===== src/rtl/huffman_encoder.sv =====
// Packs 0 -> 1'b0 and v -> {v,1'b1} codes into an LSB-first stream of PACK_WIDTH-bit words.
// s_last closes a frame: residual bits are flushed as a zero-padded final word flagged m_last.
module huffman_encoder #(
  parameter int WORD_WIDTH = 4,
  parameter int PACK_WIDTH = WORD_WIDTH + 1,
  parameter int FILL_BITS  = $clog2(2 * PACK_WIDTH)
) (
  input  logic                  clk,
  input  logic                  resetn,
  input  logic [WORD_WIDTH-1:0] s_data,
  input  logic                  s_valid,
  input  logic                  s_last,
  output logic                  s_ready,
  output logic [PACK_WIDTH-1:0] m_data,
  output logic                  m_valid,
  output logic                  m_last,
  input  logic                  m_ready
);

  localparam int ACC_W = 2 * PACK_WIDTH;
  localparam logic [FILL_BITS-1:0] W_F = FILL_BITS'(PACK_WIDTH);

  typedef enum logic {RUN, FLUSH} state_e;

  state_e                 state_q, state_d;
  logic [ACC_W-1:0]       acc_q, acc_d;
  logic [FILL_BITS-1:0]   fill_q, fill_d;
  logic [ACC_W-1:0]       code_ext;
  logic [FILL_BITS-1:0]   code_len;
  logic                   full;
  logic                   in_hs;
  logic                   out_hs;

  always_comb begin
    code_ext = '0;
    code_len = FILL_BITS'(1);
    if (s_data != '0) begin
      code_ext[PACK_WIDTH-1:0] = PACK_WIDTH'({s_data, 1'b1});
      code_len                 = W_F;
    end
  end

  assign full    = (fill_q >= W_F);
  assign m_data  = acc_q[PACK_WIDTH-1:0];
  assign m_valid = full | ((state_q == FLUSH) & (fill_q != '0));
  assign m_last  = (state_q == FLUSH) & (fill_q <= W_F) & (fill_q != '0);
  // Accepting while full is safe only because the full word leaves in the same cycle.
  assign s_ready = (state_q == RUN) & (~full | m_ready);
  assign out_hs  = m_valid & m_ready;
  assign in_hs   = s_valid & s_ready;

  always_comb begin
    acc_d   = acc_q;
    fill_d  = fill_q;
    state_d = state_q;
    if (out_hs && in_hs) begin
      acc_d  = (acc_q >> PACK_WIDTH) | (code_ext << (fill_q - W_F));
      fill_d = fill_q - W_F + code_len;
    end else if (out_hs) begin
      acc_d  = acc_q >> PACK_WIDTH;
      fill_d = full ? (fill_q - W_F) : '0;
    end else if (in_hs) begin
      acc_d  = acc_q | (code_ext << fill_q);
      fill_d = fill_q + code_len;
    end
    if (in_hs && s_last) begin
      state_d = FLUSH;
    end
    if (out_hs && m_last) begin
      state_d = RUN;
      acc_d   = '0;
      fill_d  = '0;
    end
  end

  always_ff @(posedge clk or negedge resetn) begin
    if (!resetn) begin
      state_q <= RUN;
      acc_q   <= '0;
      fill_q  <= '0;
    end else begin
      state_q <= state_d;
      acc_q   <= acc_d;
      fill_q  <= fill_d;
    end
  end

endmodule


===== config.mk =====
export PLATFORM = sky130hd
export DESIGN_NAME = huffman_encoder
export DESIGN_NICKNAME = d
export VERILOG_FILES = /design/src/rtl/huffman_encoder.sv
export SDC_FILE = /design/constraint.sdc
export NUM_CORES = 1
export LEC_CHECK = 0
export BUFFER_PORTS_ARGS = -buffer_cell sky130_fd_sc_hd__buf_2
export CORE_MARGIN = 4
export CORE_UTILIZATION = 30
export DETAILED_ROUTE_END_ITERATION = 7
export PLACE_DENSITY = 0.55
export SETUP_SLACK_MARGIN = 0.1
export SLEW_MARGIN = 20
export SYNTH_ARGS = -nofsm -noshare
export SYNTH_HDL_FRONTEND = slang
export SYNTH_SLANG_ARGS = --single-unit
export TNS_END_PERCENT = 10

===== constraint.sdc =====
create_clock -name clk -period 6.6 [get_ports clk]
set_input_delay 0 -clock clk [delete_from_list [all_inputs] [get_ports clk]]
set_output_delay 0 -clock clk [all_outputs]
set_load 0.03 [all_outputs]

==> results of run 1 <==
[layout by cell type (no fill, tap or decap), types with 6 or more instances in the layout]
master / synthesis / layout
dfrtp_1: 15 / 15
xnor2_1: 6 / 6
nand2_1: 17 / 17
a21oi_1: 8 / 8
nor2b_1: 7 / 7
buf_2: 5 / 16
nand3_1: 6 / 6
nor2_1: 20 / 20
a31oi_1: 7 / 7
inv_1: 6 / 6
o21ai_0: 11 / 11
[cell type report]
cell class,count,area (µm²),area share (%)
clock buffer,3,41.3,2.32
multi-input combinational,162,1150,64.6
tap,72,90.1,5.05
timing repair buffer,17,90.1,5.05
clock inverter,1,5.00,0.281
inverter,8,30.0,1.68
sequential,15,375,21.1
[critical path: stages, from the launching register on]
cell      delay, ns
dfrtp_1        1.02
inv_1          0.29
ha_1           0.47
nand2b_1       0.28
a221oi_4       0.67
o21ai_1        0.19
mux2i_1        0.16
o31ai_1        0.20
[power breakdown]
group	internal, W	switching (W)
combinational	0.000299	0.000461
clock	0.0000419	0.0000351
sequential	0.000140	0.0000993
[path summary, 6_finish.rpt]
check	endpoint	slack, ns	cells past startpoint	startpoint
min reg2reg	acc_q[4]	0.49	2	acc_q[4]
min	state_q	0.02	3	s_last
max	fill_q[1]	3.21	7	fill_q[0]
min in group asynchronous	state_q	0.18	2	resetn
max reg2reg	fill_q[1]	3.21	7	fill_q[0]
max in group asynchronous	acc_q[0]	6.15	2	resetn
[repair_timing]
item | 4_1_cts | 5_1_grt
hold endpoints to repair | 15 | 0
hold buffers | 1 | 0
setup endpoints to repair | 0 | 0
[kinds of logic (layout without fill, tap and decap cells)]
group | after synthesis | after routing | share of synthesized area [%]
AOI/OAI and AO/OA | 65 | 65 | 29.2
xor gates and xnor gates | 8 | 8 | 5.26
adders and majority gates | 5 | 5 | 3.70
buffers and inverters | 28 | 29 | 9.70
DFF | 15 | 15 | 22.2
muxes | 8 | 8 | 5.92
and+or+nand+nor | 76 | 76 | 24.0
[stage by stage]
step / cell area, µm² / instances
floorplan: 1690 / 205
global placement: 1730 / 273
detailed placement: 1730 / 273
CTS: 1780 / 278
global route: 1780 / 278
finish: 1780 / 278
[sequential cells by signal, summed over array words and instances (netlist names)]
name and cells:
fill_q 4, state_q 1, acc_q 10
[per-layer routing]
metal  vias to the layer above  GRT usage, %  share of wire [%]
met3                         6          1.69                7.7
li1                        766             -                  -
met1                       738          19.1                 46
met4                         0          4.61                1.5
met2                        86          19.6                 45
met5                         -             0                  0
==> flow_metrics.py, run 1 <==
metrics = {
    "status": {
        "status": "completed",
    },
    "placement": {
        "hpwl_um": 3380,
        "gp_congestion": 0.931,
        "io_buffers": 16,
        "place_ws_ns": 3.31,
    },
    "sta": {
        "tns_ns": 0,
        "post-route-min-period_ns": 3.39,
        "setup_viol": 0,
        "clock.fmax_ghz": 0.295,
        "slew_headroom_pct": 32.2,
        "drv_slew": 0,
        "setup_ws_ns": 3.21,
        "finalClockSkew_ns": 0.00313,
        "final_hold_viol_count": 0,
        "grt_setup_unrepaired": "no",
        "hold_ws_ns": 0.0246,
        "tightest_slew_ns": 1.02,
        "min_period_over_period_pct": 51.4,
    },
    "setup_path": {
        "crit_type": "flip-flop to flip-flop",
        "start_kind": "flip-flop",
        "critPathMaxFanout": 30,
        "crit_required_ns": 6.76,
        "cp-end-kind": "flip-flop",
        "arrival_ns": 3.55,
    },
    "cts": {
        "ctsResizeCount": 0,
        "post_cts_buffers": 0,
        "path_clk_slew_ns": 0.07,
        "clock_latency_ns": 0.25,
        "cts_tree": "yes",
        "cts_max_level": 1,
        "clkSinkCount": 15,
        "cts_buffer_depth": 2,
        "cts-root-buf": "clkbuf_8",
        "cts_made_buffers": 3,
    },
    "grt": {
        "grt_pass1_wl_um": 7600,
        "track_usage_pct": 13.1,
        "overflow": 0,
        "grt_pass1_vias": 1537,
        "grt_max_degree": 31,
        "antenna_found_initial": 0,
    },
    "synthesis": {
        "synth_commonest_cells": "nor2_1, nand2_1, dfrtp_1",
        "syn_nets": 219,
        "yosys-top-cells-area": "dfrtp_1, buf_4, nor2_1",
        "ys_types": 56,
        "ys.warnings.count": 0,
        "synth_largest_area_cell": "dfrtp_1",
        "synth_ff_type": "dfrtp_1",
        "synth_enable_flop_cells": 0,
        "synth_cells": 205,
        "synth_area_um2": 1690,
        "yosysSeqAreaShare_pct": 22.2,
        "netlist.area_leader.share_pct": 22.2,
        "syn-mean-instance-area_um2": 8.25,
        "yosysMostFrequentCell": "nor2_1",
        "async_flop_share_pct": 100,
        "synth-seq-cells": 15,
    },
    "run": {
        "maxCapViolations": 0,
    },
    "drt": {
        "ant_nets": 0,
        "remaining_drc_errors": 0,
        "drt-total-wl_um": 4500,
        "wl_per_cell_um": 16.2,
        "first_iter_violations": 312,
        "via_count": 1596,
        "first_pass_iters": 5,
        "vias_per_cell": 5.74,
    },
    "pwr": {
        "ir_worst_vdd_v": 0.000141,
        "powerDensity_nw_per_um2": 604,
        "total_power_w": 0.00108,
        "p_leak_nw": 0.684,
    },
    "hold_path": {
        "hold_class": "input pin to flip-flop",
    },
    "die": {
        "die_w_um": 83.1,
        "die_h_um": 83.1,
        "die-area_um2": 6900,
        "core_um2": 5470,
        "io_pins": 17,
        "initial_core_util_pct": 30.9,
        "fp-row-count": 27,
    },
    "cells_and_area": {
        "num-nets-final": 221,
        "area.growth.synth_to_final_pct": 5.48,
        "final_core_util_pct": 32.6,
        "fillers": 573,
        "n_antenna_cell": 0,
        "layout-drive-gt1-share_pct": 17.0,
    },
}
Power figures use the tool's default switching activity.
==> inputs of run 2 (changes only) <==
Settings changed: ABC_AREA set to 1.
Clock period 6.6 ns to 3.5 ns, I/O delays scaled along.
==> flow_metrics.py, run 2 <==
metrics = {
    "synthesis": {
        "ys_types": 32,
        "syn-mean-instance-area_um2": 5.90,
        "synth_area_um2": 1710,
        "yosys-top-cells-area": "nand2_1, dfrtp_1, nand3_1",
        "ys.warnings.count": 0,
        "synth_enable_flop_cells": 0,
        "synth-seq-cells": 15,
        "async_flop_share_pct": 100,
        "netlist.area_leader.share_pct": 25.1,
        "synth_largest_area_cell": "nand2_1",
        "synth_cells": 289,
        "syn_nets": 303,
        "synth_commonest_cells": "nand2_1, nand3_1, nor2_1",
        "yosysMostFrequentCell": "nand2_1",
        "yosysSeqAreaShare_pct": 22.0,
        "synth_ff_type": "dfrtp_1",
    },
    "pwr": {
        "p_int_w": 0.000848,
        "p_leak_nw": 1.00,
        "power_frac_clock_pct": 7.1,
        "netSwitchingPower_w": 0.00130,
        "switching_share_pct": 60.6,
        "combinationalPowerShare_pct": 75.8,
        "powerDensity_nw_per_um2": 1160,
        "pwr-share-seq_pct": 17.1,
        "ir_worst_vdd_v": 0.000493,
    },
    "cts": {
        "path_clk_slew_ns": 0.07,
        "post_cts_buffers": 0,
        "cts_made_buffers": 3,
        "cts-root-buf": "clkbuf_8",
        "cts_buffer_depth": 2,
        "cts_max_level": 1,
        "clock_latency_ns": 0.26,
        "clkSinkCount": 15,
        "cts_tree": "yes",
    },
    "setup_path": {
        "worst_path_most_repeated_cell": "nand2_1",
        "crit_required_ns": 3.65,
        "cp_cell_sequence": "inv_2 > ha_1 > inv_2 > nand2_1 > nand2_1 > inv_2 > ha_1 > a31oi_1 > nor2_1 > nor2_1 > nand2_1 > nand3_1 > nand2_1",
        "cp_top_family": "simple AND/OR/NAND/NOR gates",
        "slowest_delay_ns": 0.64,
        "start_kind": "flip-flop",
        "cp-end-kind": "flip-flop",
        "arrival_ns": 2.85,
        "critPathMaxFanout": 14,
        "critPathBufInv": 3,
        "crit_type": "flip-flop to flip-flop",
        "slowest_stage": "dfrtp_1",
    },
    "cells_and_area": {
        "largest-register": "acc_q",
        "fillers": 620,
        "area.growth.synth_to_final_pct": 8.73,
        "fin_area_um2": 1850,
        "n_antenna_cell": 0,
        "layout-drive-gt1-share_pct": 13.3,
        "num-nets-final": 315,
        "final_common_cell": "nand2_1",
        "largest_register_ff_count": 10,
        "reg_top3": "acc_q (10), fill_q (4), state_q (1)",
        "mostFrequentLayoutCells": "nand2_1, nand3_1, nor2_1",
    },
    "sta": {
        "final_hold_viol_count": 0,
        "grt_setup_unrepaired": "no",
        "clock.fmax_ghz": 0.371,
        "min_period_over_period_pct": 77.0,
        "tns_ns": 0,
        "post-route-min-period_ns": 2.70,
        "setup_viol": 0,
        "drv_slew": 0,
        "tightest_slew_ns": 0.471,
        "finalClockSkew_ns": 0.00490,
        "slew_headroom_pct": 68.6,
    },
    "grt": {
        "grt_pass1_wl_um": 9080,
        "track_usage_pct": 16.2,
        "grt_max_degree": 17,
        "overflow": 0,
        "grt_pass1_vias": 1772,
        "antenna_found_initial": 0,
    },
    "drt": {
        "remaining_drc_errors": 0,
        "first_iter_violations": 133,
        "ant_nets": 0,
        "via_count": 1848,
        "drt-total-wl_um": 5310,
        "wl_per_cell_um": 14.3,
        "vias_per_cell": 4.97,
        "first_pass_iters": 4,
    },
    "placement": {
        "dpl_cell_area_um2": 1790,
        "gp_congestion": 0.927,
        "io_buffers": 16,
        "hpwl_um": 4200,
    },
    "die": {
        "fp-row-count": 27,
        "core_um2": 5510,
        "initial_core_util_pct": 31.0,
        "die-area_um2": 6950,
        "io_pins": 17,
        "die_h_um": 83.4,
        "die_w_um": 83.4,
    },
    "hold_path": {
        "hold_class": "input pin to flip-flop",
    },
    "run": {
        "maxCapViolations": 0,
    },
    "status": {
        "status": "completed",
    },
}
[run 2: cell types whose count changed after synthesis, moves of 4 or more]
cell     change
nand3_1     +31
buf_4        -4
o22ai_1      -5
nor3_1       -4
inv_2        +5
nand2_1     +97
a22oi_1      -4
nor2_1       +9
mux2i_1      -4
nor2b_1      -7
buf_2        -4
inv_1       +14
a31oi_1      -5
[run 2: final timing paths]
kind	from	end	slack, ns	cells after the start
setup / recovery	fill_q[0]	fill_q[3]	0.80	13
hold / removal	s_valid	state_q	0.17	5
setup reg to reg	fill_q[0]	fill_q[3]	0.80	13
hold reg to reg	acc_q[8]	acc_q[8]	0.49	2
max in group asynchronous	resetn	acc_q[7]	3.01	2
min in group asynchronous	resetn	fill_q[0]	0.20	2
[run 2: stage by stage]
| step | util, % | cells | setup slack (ns) | hold WS (ns) | total power (W) |
|---|---|---|---|---|---|
| final | 33.7 | 372 | 0.804 | 0.166 | 0.00215 |
| after global routing | 33.7 | 372 | 0.509 | 0.194 | 0.00240 |
| after CTS | 33.7 | 372 | 0.823 | 0.173 | 0.00216 |
| after detailed placement | 32.5 | 366 | 0.843 | -0.0448 | 0.00199 |
| after global placement | 32.5 | 366 | 0.966 | -0.0555 | 0.00200 |
| after floorplan | - | 289 | 1.41 | -0.296 | 0.00167 |
[run 2: metal layers]
metal | vias up | track usage [%] | wire [µm]
met1 | 849 | 21.8 | 2410
met4 | 0 | 5.50 | 118
li1 | 941 | - | -
met2 | 50 | 25.7 | 2490
met5 | - | 0 | 0
met3 | 8 | 3.08 | 294
[run 2: repair_timing]
item / CTS / global route
gates resized for setup: 0 / 0
hold buffers: 2 / 0
endpoints found under the hold margin: 16 / 0
[run 2: tightest hold or removal path, stage by stage]
cell and delay (ns):
buf_2 0.13, inv_1 0.09, nor2_4 0.06, nand2_1 0.05
a21oi_1 0.05
[run 2: area by class of cell]
type                       count  area [µm²]  share of cell area, %
clock buffer                   3        41.3                   2.23
clock inverter                 1        5.00                  0.270
inverter                      28         108                   5.80
multi-input combinational    235        1130                   61.2
sequential                    15         375                   20.2
tap                           72        90.1                   4.86
timing repair buffer          18         100                   5.40
[run 2: cells by family after synthesis]
| logic type | after synthesis | synth area share [%] |
|---|---|---|
| xor+xnor | 4 | 2.05 |
| buf+inv | 39 | 11.4 |
| simple gates | 197 | 51.2 |
| fa+ha+maj | 5 | 3.67 |
| flops | 15 | 22.0 |
| compound gates | 29 | 9.61 |
[run 2: power groups by stage]
stage,combinational (W),sequential (W),clock [W]
2_1_floorplan,0.00137,0.000297,0
3_3_place_gp,0.00164,0.000361,0
3_5_place_dp,0.00162,0.000371,0
4_1_cts,0.00163,0.000367,0.000158
5_1_grt,0.00185,0.000382,0.000170
6_report,0.00163,0.000367,0.000153
